## src/rtl/fir_channel_scheduler.sv

```systemverilog
`default_nettype none
// fir_channel_scheduler: round-robin RED/IR front end sharing one folded 21-tap FIR MAC.
// Revision 1.0
module fir_channel_scheduler (
  input  logic        CLK_Filter,
  input  logic        rst_n,
  input  logic [7:0]  red_sample,
  input  logic        red_valid,
  output logic        red_ready,
  input  logic [7:0]  ir_sample,
  input  logic        ir_valid,
  output logic        ir_ready,
  input  logic        flush,
  output logic [19:0] out_data,
  output logic        out_ch,
  output logic        out_valid,
  output logic        busy
);

  typedef enum logic [0:0] {
    S_IDLE = 1'b0,
    S_MAC  = 1'b1
  } state_t;

  localparam logic CH_RED = 1'b0;
  localparam logic CH_IR  = 1'b1;

  state_t      state_q, state_d;
  logic [7:0]  red_x_q [21];
  logic [7:0]  red_x_d [21];
  logic [7:0]  ir_x_q  [21];
  logic [7:0]  ir_x_d  [21];
  logic [7:0]  sel_x   [21];
  logic [4:0]  tap_q, tap_d;
  logic [19:0] acc_q, acc_d;
  logic [19:0] out_data_q, out_data_d;
  logic        ch_q, ch_d;
  logic        last_q, last_d;
  logic        out_ch_q, out_ch_d;
  logic        out_valid_q, out_valid_d;
  logic        busy_q, busy_d;

  logic        both_valid, accept_ok, red_hs, ir_hs;
  logic [8:0]  pair_sum;
  logic [16:0] product;
  logic [19:0] acc_next;

  function automatic logic [7:0] coef(input logic [4:0] j);
    case (j)
      5'd0:    coef = 8'd2;
      5'd1:    coef = 8'd10;
      5'd2:    coef = 8'd16;
      5'd3:    coef = 8'd28;
      5'd4:    coef = 8'd43;
      5'd5:    coef = 8'd60;
      5'd6:    coef = 8'd78;
      5'd7:    coef = 8'd95;
      5'd8:    coef = 8'd111;
      5'd9:    coef = 8'd122;
      default: coef = 8'd128;
    endcase
  endfunction

  // The channel served last loses a tie; with nothing offered both readies stay up.
  always_comb begin
    both_valid = red_valid & ir_valid;
    accept_ok  = (state_q == S_IDLE) & ~flush;
    red_ready  = accept_ok & ~(both_valid & (last_q == CH_RED));
    ir_ready   = accept_ok & ~(both_valid & (last_q == CH_IR));
    red_hs     = red_valid & red_ready;
    ir_hs      = ir_valid & ir_ready;
  end

  // Folded tap pair; the centre tap stands alone so the filter is a true 21-tap.
  always_comb begin
    for (int k = 0; k < 21; k++) begin
      sel_x[k] = ch_q ? ir_x_q[k] : red_x_q[k];
    end
    if (tap_q == 5'd10) begin
      pair_sum = {1'b0, sel_x[10]};
    end else begin
      pair_sum = {1'b0, sel_x[tap_q]} + {1'b0, sel_x[5'd20 - tap_q]};
    end
    product  = 17'(coef(tap_q)) * 17'(pair_sum);
    acc_next = acc_q + 20'(product);
  end

  always_comb begin
    state_d     = state_q;
    tap_d       = tap_q;
    acc_d       = acc_q;
    ch_d        = ch_q;
    last_d      = last_q;
    out_data_d  = out_data_q;
    out_ch_d    = out_ch_q;
    out_valid_d = 1'b0;
    busy_d      = busy_q;
    red_x_d     = red_x_q;
    ir_x_d      = ir_x_q;
    if (state_q == S_IDLE) begin
      if (flush) begin
        for (int k = 0; k < 21; k++) begin
          red_x_d[k] = 8'd0;
          ir_x_d[k]  = 8'd0;
        end
      end else if (red_hs || ir_hs) begin
        if (ir_hs) begin
          for (int k = 20; k > 0; k--) ir_x_d[k] = ir_x_q[k-1];
          ir_x_d[0] = ir_sample;
        end else begin
          for (int k = 20; k > 0; k--) red_x_d[k] = red_x_q[k-1];
          red_x_d[0] = red_sample;
        end
        ch_d    = ir_hs;
        last_d  = ir_hs;
        acc_d   = 20'd0;
        tap_d   = 5'd0;
        busy_d  = 1'b1;
        state_d = S_MAC;
      end
    end else begin
      acc_d = acc_next;
      tap_d = tap_q + 5'd1;
      if (tap_q == 5'd10) begin
        out_data_d  = acc_next;
        out_ch_d    = ch_q;
        out_valid_d = 1'b1;
        busy_d      = 1'b0;
        state_d     = S_IDLE;
      end
    end
  end

  always_ff @(posedge CLK_Filter or negedge rst_n) begin
    if (!rst_n) begin
      state_q     <= S_IDLE;
      tap_q       <= 5'd0;
      acc_q       <= 20'd0;
      ch_q        <= CH_RED;
      last_q      <= CH_IR;
      out_data_q  <= 20'd0;
      out_ch_q    <= 1'b0;
      out_valid_q <= 1'b0;
      busy_q      <= 1'b0;
      for (int k = 0; k < 21; k++) begin
        red_x_q[k] <= 8'd0;
        ir_x_q[k]  <= 8'd0;
      end
    end else begin
      state_q     <= state_d;
      tap_q       <= tap_d;
      acc_q       <= acc_d;
      ch_q        <= ch_d;
      last_q      <= last_d;
      out_data_q  <= out_data_d;
      out_ch_q    <= out_ch_d;
      out_valid_q <= out_valid_d;
      busy_q      <= busy_d;
      red_x_q     <= red_x_d;
      ir_x_q      <= ir_x_d;
    end
  end

  assign out_data  = out_data_q;
  assign out_ch    = out_ch_q;
  assign out_valid = out_valid_q;
  assign busy      = busy_q;

endmodule
`default_nettype wire

```

## config.mk

```make
export PLATFORM = sky130hd
export DESIGN_NAME = fir_channel_scheduler
export DESIGN_NICKNAME = d
export VERILOG_FILES = /design/src/rtl/fir_channel_scheduler.sv
export SDC_FILE = /design/constraint.sdc
export NUM_CORES = 1
export LEC_CHECK = 0
export ABC_AREA = 0
export BUFFER_PORTS_ARGS = -buffer_cell sky130_fd_sc_hd__buf_4
export CAP_MARGIN = 15
export CORE_MARGIN = 2
export CORE_UTILIZATION = 45
export DETAILED_ROUTE_END_ITERATION = 10
export PLACE_DENSITY = 0.64
export SLEW_MARGIN = 20
export SYNTH_ARGS = -nofsm -noshare
export SYNTH_HDL_FRONTEND = slang
export SYNTH_SLANG_ARGS = --single-unit
```

## constraint.sdc

```tcl
create_clock -name CLK_Filter -period 11.08 [get_ports CLK_Filter]
set_input_delay 0.554 -clock CLK_Filter [delete_from_list [all_inputs] [get_ports CLK_Filter]]
set_output_delay 0.554 -clock CLK_Filter [all_outputs]
set_load 0.03 [all_outputs]
```

# After elaboration in Yosys (flattened, before gate mapping)
# Memories as Yosys holds them, arrays and structs flattened.
# Index checks and enable logic that the tools add are counted.
# op_classes
add_sub_neg	4
mul	1
magnitude_cmp	2
n_eq_ne	4
mux	51
bitwise_logic	15
n_reduce_logical	10
# op_table
op	n
168-bit 2-to-1 mux	6
8-bit 2-to-1 mux	26
8-bit binary-select mux with 5-bit select	2
20-bit 2-to-1 mux	3
20-bit by 17-bit adder with 20-bit output	1
8-bit by 9-bit multiplier with 17-bit output	1
5-bit 2-to-1 mux	3
6-bit >= comparator, second input constant	2
5-bit inverter with 6-bit output	2
3-bit AND reduction	4
1-bit 2-to-1 mux	10
8-bit by 8-bit adder with 9-bit output	1
9-bit 2-to-1 mux	1
1-bit bitwise AND	8
2-bit nonzero test	3
5-bit by 1-bit adder with 5-bit output, second input constant	1
5-bit by 4-bit equality test with 1-bit output, second input constant	1
1-bit inverter	5
5-bit subtractor, first input constant	1
2-bit by 1-bit inequality test with 1-bit output, second input constant	2
2-bit AND reduction	2
2-bit inequality test, second input constant	1
1-bit logical OR	1
# totals
register_bits	387
romBits	128
output_inout_bits	25
wordCells	139
mem_count	1
# memory_table
memory	depth	word_bits	rd	rd_ports_with_merged_regs	wr	line	source
(no name shown)	16	8	1	0	0	49	case (j)

# Logic depth before layout (Yosys ltp)
# logic_depth
depth_word	10
ltp_mapped	36

# Worst setup path before layout
# Ideal clock, no wire load.
# synth_path
path_type	reg2reg
startpoint	register tap_q[0]
endpoint	register out_data_q[17] (netlist: out_data[17])
setup_ns	0.082
arrival_ns	8.441
required_ns	10.998
setup_slack_ns	2.557
stages_incl_launch_ff	35
path_buffers	5
path_cell_list	dfrtp_1 buf_2 inv_1 clkbuf_1 buf_1 ha_1 ha_1 buf_1 buf_2 mux2i_1 o21ai_0 a22oi_1 o21ai_0 ha_1 fa_1 a21o_1 a21oi_1 o21ai_0 a21oi_1 a2bb2oi_1 nand2b_1 fa_1 inv_1 fa_1 fa_1 inv_1 fa_1 inv_1 ha_1 and3_1 a221oi_2 o211ai_1 a22oi_1 mux2_2 o22ai_1
# synth_via
elab_chain_cells	9
# synth_lines
element	line	source
start: declaration	34	logic [4:0] tap_q, tap_d;
start signal: assignment	151	tap_q <= tap_d;
5-bit subtractor	82	pair_sum = {1'b0, sel_x[tap_q]} + {1'b0, sel_x[5'd20 - tap_q]};
5-bit inverter with 6-bit output (not written as such)	82	
8-bit binary-select mux with 5-bit select	82	
8-bit 2-to-1 mux (not written as such) (2 in series)	82	
8-bit by 8-bit adder with 9-bit output	82	
9-bit 2-to-1 mux	79	if (tap_q == 5'd10) begin
8-bit by 9-bit multiplier with 17-bit output	84	product = 17'(coef(tap_q)) * 17'(pair_sum);
20-bit by 17-bit adder with 20-bit output	85	acc_next = acc_q + 20'(product);
end signal: assignment	155	out_data_q <= out_data_d;
end: declaration	36	logic [19:0] out_data_q, out_data_d;
# Several ways; a longest one is shown, not always the timed one. The select of a mux whose other input is x is not followed.
# A chain may end at the register's enable or synchronous reset.

# Worst setup path in the final report
# layout_path
startpoint	register tap_q[1]
endpoint	register out_data_q[17] (netlist: out_data[17])
# Same word-level chain as after synthesis.

==> results_tabular.tex <==
\begin{tabular}{lr}
\hline
Metric & Value \\
\hline
\multicolumn{2}{l}{\textbf{Clocking}} \\
\quad Number of sinks driven by the clock tree & 387 \\
\quad Root buffer cell & clkbuf\_16 \\
\quad Clock buffer count from CTS & 42 \\
\quad Clock latency at the later pin of the worst-skew pair & 590 ps \\
\quad Number of hold-repair buffers added at the cts stage & 0 \\
\quad \# Post-CTS Setup Buffers & 0 \\
\quad Number of H-tree branching levels & 2 \\
\quad Max clock buf depth & 3 \\
\quad Clock tree from TritonCTS & built \\
\quad Clock slew at reported path FFs & 60 ps \\
\quad Post\_cts resized & 0 \\
\multicolumn{2}{l}{\textbf{Synthesis}} \\
\quad Dominant cell type by area after synthesis & dfrtp\_1 \\
\quad Number of enable-type register cells in the synthesized netlist & 0 \\
\quad Synthesized area divided by synthesized cell count & 11.8 um\^{}2 \\
\quad Synthesized cell area & 21,500 um\^{}2 \\
\quad Post-synthesis cell type count & 66 \\
\quad Proportion of synthesized flip-flops having asynchronous set or reset & 100\% \\
\quad Leading cell types by count after synthesis & dfrtp\_1, a22o\_1, nand2\_1 \\
\quad Prevailing post-synth register cell & dfrtp\_1 \\
\quad Library cell with the highest instance count after synthesis & dfrtp\_1 \\
\quad Syn Nets & 1,955 \\
\quad Post-synthesis sequential area ratio & 45.1\% \\
\quad Top-area cell type share of the netlist area & 45.0\% \\
\quad Count of synthesis-stage warnings from yosys & 0 \\
\quad Cell count after synthesis & 1,820 \\
\quad Top post-synthesis cells by area & dfrtp\_1, a22o\_1, mux4\_2 \\
\quad Number of register bits inferred by synthesis & 387 \\
\multicolumn{2}{l}{\textbf{Layout}} \\
\quad Count of nets after finishing & 1,921 \\
\quad Final standard cell count with taps included and fillers excluded & 2,432 \\
\quad Share of layout cells above drive strength 1 & 14.4\% \\
\quad Count of fill cells added during filler insertion & 4,201 \\
\quad Antenna cells & 0 \\
\quad Fin area & 23,600 um\^{}2 \\
\quad Area growth, synth to finish & 9.86\% \\
\multicolumn{2}{l}{\textbf{Setup path}} \\
\quad Data required, critical path & 11,580 ps \\
\quad Biggest cell delay along the critical path & 970 ps \\
\quad Setup CP Type & reg2reg \\
\quad Arrival time worst endpoint & 10,150 ps \\
\quad Type of destination of the critical path & register \\
\quad Critical Path Most Common Cell & fa\_1 \\
\quad Worst Path Max Fanout & 27 \\
\quad CP max-delay cell & ha\_1 \\
\quad Critical path startpoint category & register \\
\multicolumn{2}{l}{\textbf{STA}} \\
\quad Number of pins with negative max-slew slack in the final report & 0 \\
\quad Clock Skews & 28.6 ps \\
\quad Max-slew headroom at the worst pin & 32.5\% \\
\quad Unrepaired setup endpoints after global routing & no \\
\quad Clock period minus worst slack & 9650 ps \\
\quad Transition time of the tightest slew-check pin & 1010 ps \\
\quad Setup violation total in the final timing report & 0 \\
\quad Sum Neg Setup Slack & 0 ps \\
\quad Final hold vios & 0 \\
\quad Worst hold margin & 25.9 ps \\
\quad Timing-limited maximum frequency & 0.104 GHz \\
\quad Tcrit/Tclk final & 87.1\% \\
\multicolumn{2}{l}{\textbf{Route}} \\
\quad Via Count & 15,300 \\
\quad Detailed-route wire length & 54,500 um \\
\quad Number of detailed-routing iterations run before antenna repair & 5 \\
\quad Wire per inst & 22.4 um \\
\quad Starting DRT DRC Count & 1,640 \\
\quad Post-detailed-route DRC marker count & 0 \\
\quad Number of vias per cell after detailed routing & 6.30 \\
\quad ANT nets after route & 0 \\
\multicolumn{2}{l}{\textbf{Placement}} \\
\quad Final weighted congestion in routability-driven placement & 0.880 \\
\quad Post-placement cell count & 2,357 \\
\quad Placed cell areas & 22,200 um\^{}2 \\
\quad DP HPWL & 35,200 um \\
\quad Input/output buffers & 45 \\
\multicolumn{2}{l}{\textbf{Floorplan}} \\
\quad Ports placed on the boundary & 46 \\
\quad Die X & 222 um \\
\quad Die height & 222 um \\
\quad Number of core rows & 80 \\
\quad Core Box Area & 47,400 um\^{}2 \\
\quad Die ar. & 49,500 um\^{}2 \\
\quad Initial Util & 45.3\% \\
\multicolumn{2}{l}{\textbf{Hold path}} \\
\quad Worst hold path class & in2async \\
\multicolumn{2}{l}{\textbf{Run}} \\
\quad Max-capacitance violation count & 0 \\
\multicolumn{2}{l}{\textbf{Global route}} \\
\quad Met3 Track Usage GR & 2.95\% \\
\quad GR Layer Usage met2 & 35.0\% \\
\quad Initial antenna violation count & 1 \\
\quad Total gr overflow & 0 \\
\quad Largest net degree at the start of global routing & 169 \\
\quad Overall Global Routing Usage & 22.4\% \\
\quad Routing usage on met1 & 32.9\% \\
\quad Most heavily used metal layer in global routing & met2 \\
\quad Via count of the first global-routing pass & 15,400 \\
\quad First-pass GRT wire length & 89,100 um \\
\multicolumn{2}{l}{\textbf{Run status}} \\
\quad Run status & finished clean \\
\hline
\end{tabular}
-- routing by layer --
| metal | wire length, um | vias up |
|---|---|---|
| met5 | 0 | - |
| li1 | - | 6730 |
| met2 | 25600 | 500 |
| met3 | 2980 | 86 |
| met1 | 24600 | 8000 |
| met4 | 1370 | 0 |
-- logic make-up (layout without fill, tap and decap cells) --
logic type / after synthesis / after routing / share of synthesized area, %
AO/OA/AOI/OAI: 580 / 580 / 21.0
XOR/XNOR: 20 / 20 / 0.816
adder cells (fa/ha/maj): 114 / 114 / 8.67
buffers and inverters: 265 / 262 / 5.23
flip-flops: 387 / 387 / 45.1
multiplexers: 157 / 157 / 12.9
AND/OR/NAND/NOR: 297 / 297 / 6.22
-- metrics by stage --
step	utilization (%)	worst slack (ps)
4_1_cts	49.7	1610
2_1_floorplan	-	2560
5_1_grt	49.7	927
3_5_place_dp	46.8	1620
6_report	49.7	1430
3_3_place_gp	46.8	1980
-- worst max-delay path: cells and delay by family, from the launching register on --
family                     cells  cell delay (ps)
adders and majority gates      9             4350
AOI/OAI and AO/OA             13             3100
and+or+nand+nor                3              900
buffers and inverters          4              460
muxes                          1              380
DFF                            1              350
-- cell usage in the layout (no fill, tap or decap), types with 5 or more instances in the layout --
cell       Yosys  final
o211ai_1       6      6
nand2b_1      17     17
o22ai_1        9      9
a22oi_1       24     24
a32oi_1        6      6
inv_1        112    112
a22o_1       345    345
or2_2          9      9
mux2i_1       50     50
clkbuf_8       0     10
clkbuf_1      86     12
mux4_2        90     90
ha_1          56     56
buf_4          6     68
o21ai_0       67     66
nor2b_1       14     14
a21o_1        11     11
a211oi_1      18     18
dfrtp_1      386    384
o21a_1         5      5
a31oi_1        7      7
a21oi_1       48     48
and3_1         6      5
nand2_1      113    113
mux2_2        13     13
nand3_1       13     13
xor2_1         7      7
and2_1         9      8
or3_1          5      5
nor2_1        87     87
clkbuf_16      0     42
xnor2_1       13     13
fa_1          58     58
nor3_1        16     16
-- state kept, by name, indices dropped and copies added, names as in the netlist --
| signal | cells |
|---|---|
| red_x_q | 168 |
| out_data | 20 |
| state_q | 1 |
| busy | 1 |
| ch_q | 1 |
| out_valid | 1 |
| last_q | 1 |
| acc_q | 20 |
| tap_q | 5 |
| out_ch | 1 |
| ir_x_q | 168 |
-- final timing paths --
kind / from / end / slack [ps] / cells past startpoint
max: tap_q[1] / out_data[17] / 1430 / 30
min: rst_n / out_valid / 30 / 1
max reg2reg: tap_q[1] / out_data[17] / 1430 / 30
min reg2reg: out_data[7] / out_data[7] / 480 / 2
max in group asynchronous: rst_n / ir_x_q[91] / 8830 / 3
min in group CLK_Filter: red_sample[3] / red_x_q[163] / 190 / 2
-- area by class of cell --
type	instances	area (um^2)	area share [%]
clock inverters	11	178	0.753
multi-input cells	1168	10700	45.4
well taps	615	769	3.26
flip-flops and latches	387	9690	41.1
clock buffers	64	1230	5.23
repair buffers	72	586	2.48
inverters	115	432	1.83
Power is left out: the tool's default activity adds up to more than one toggle a clock period on the data nets, which glitch-free logic cannot reach.
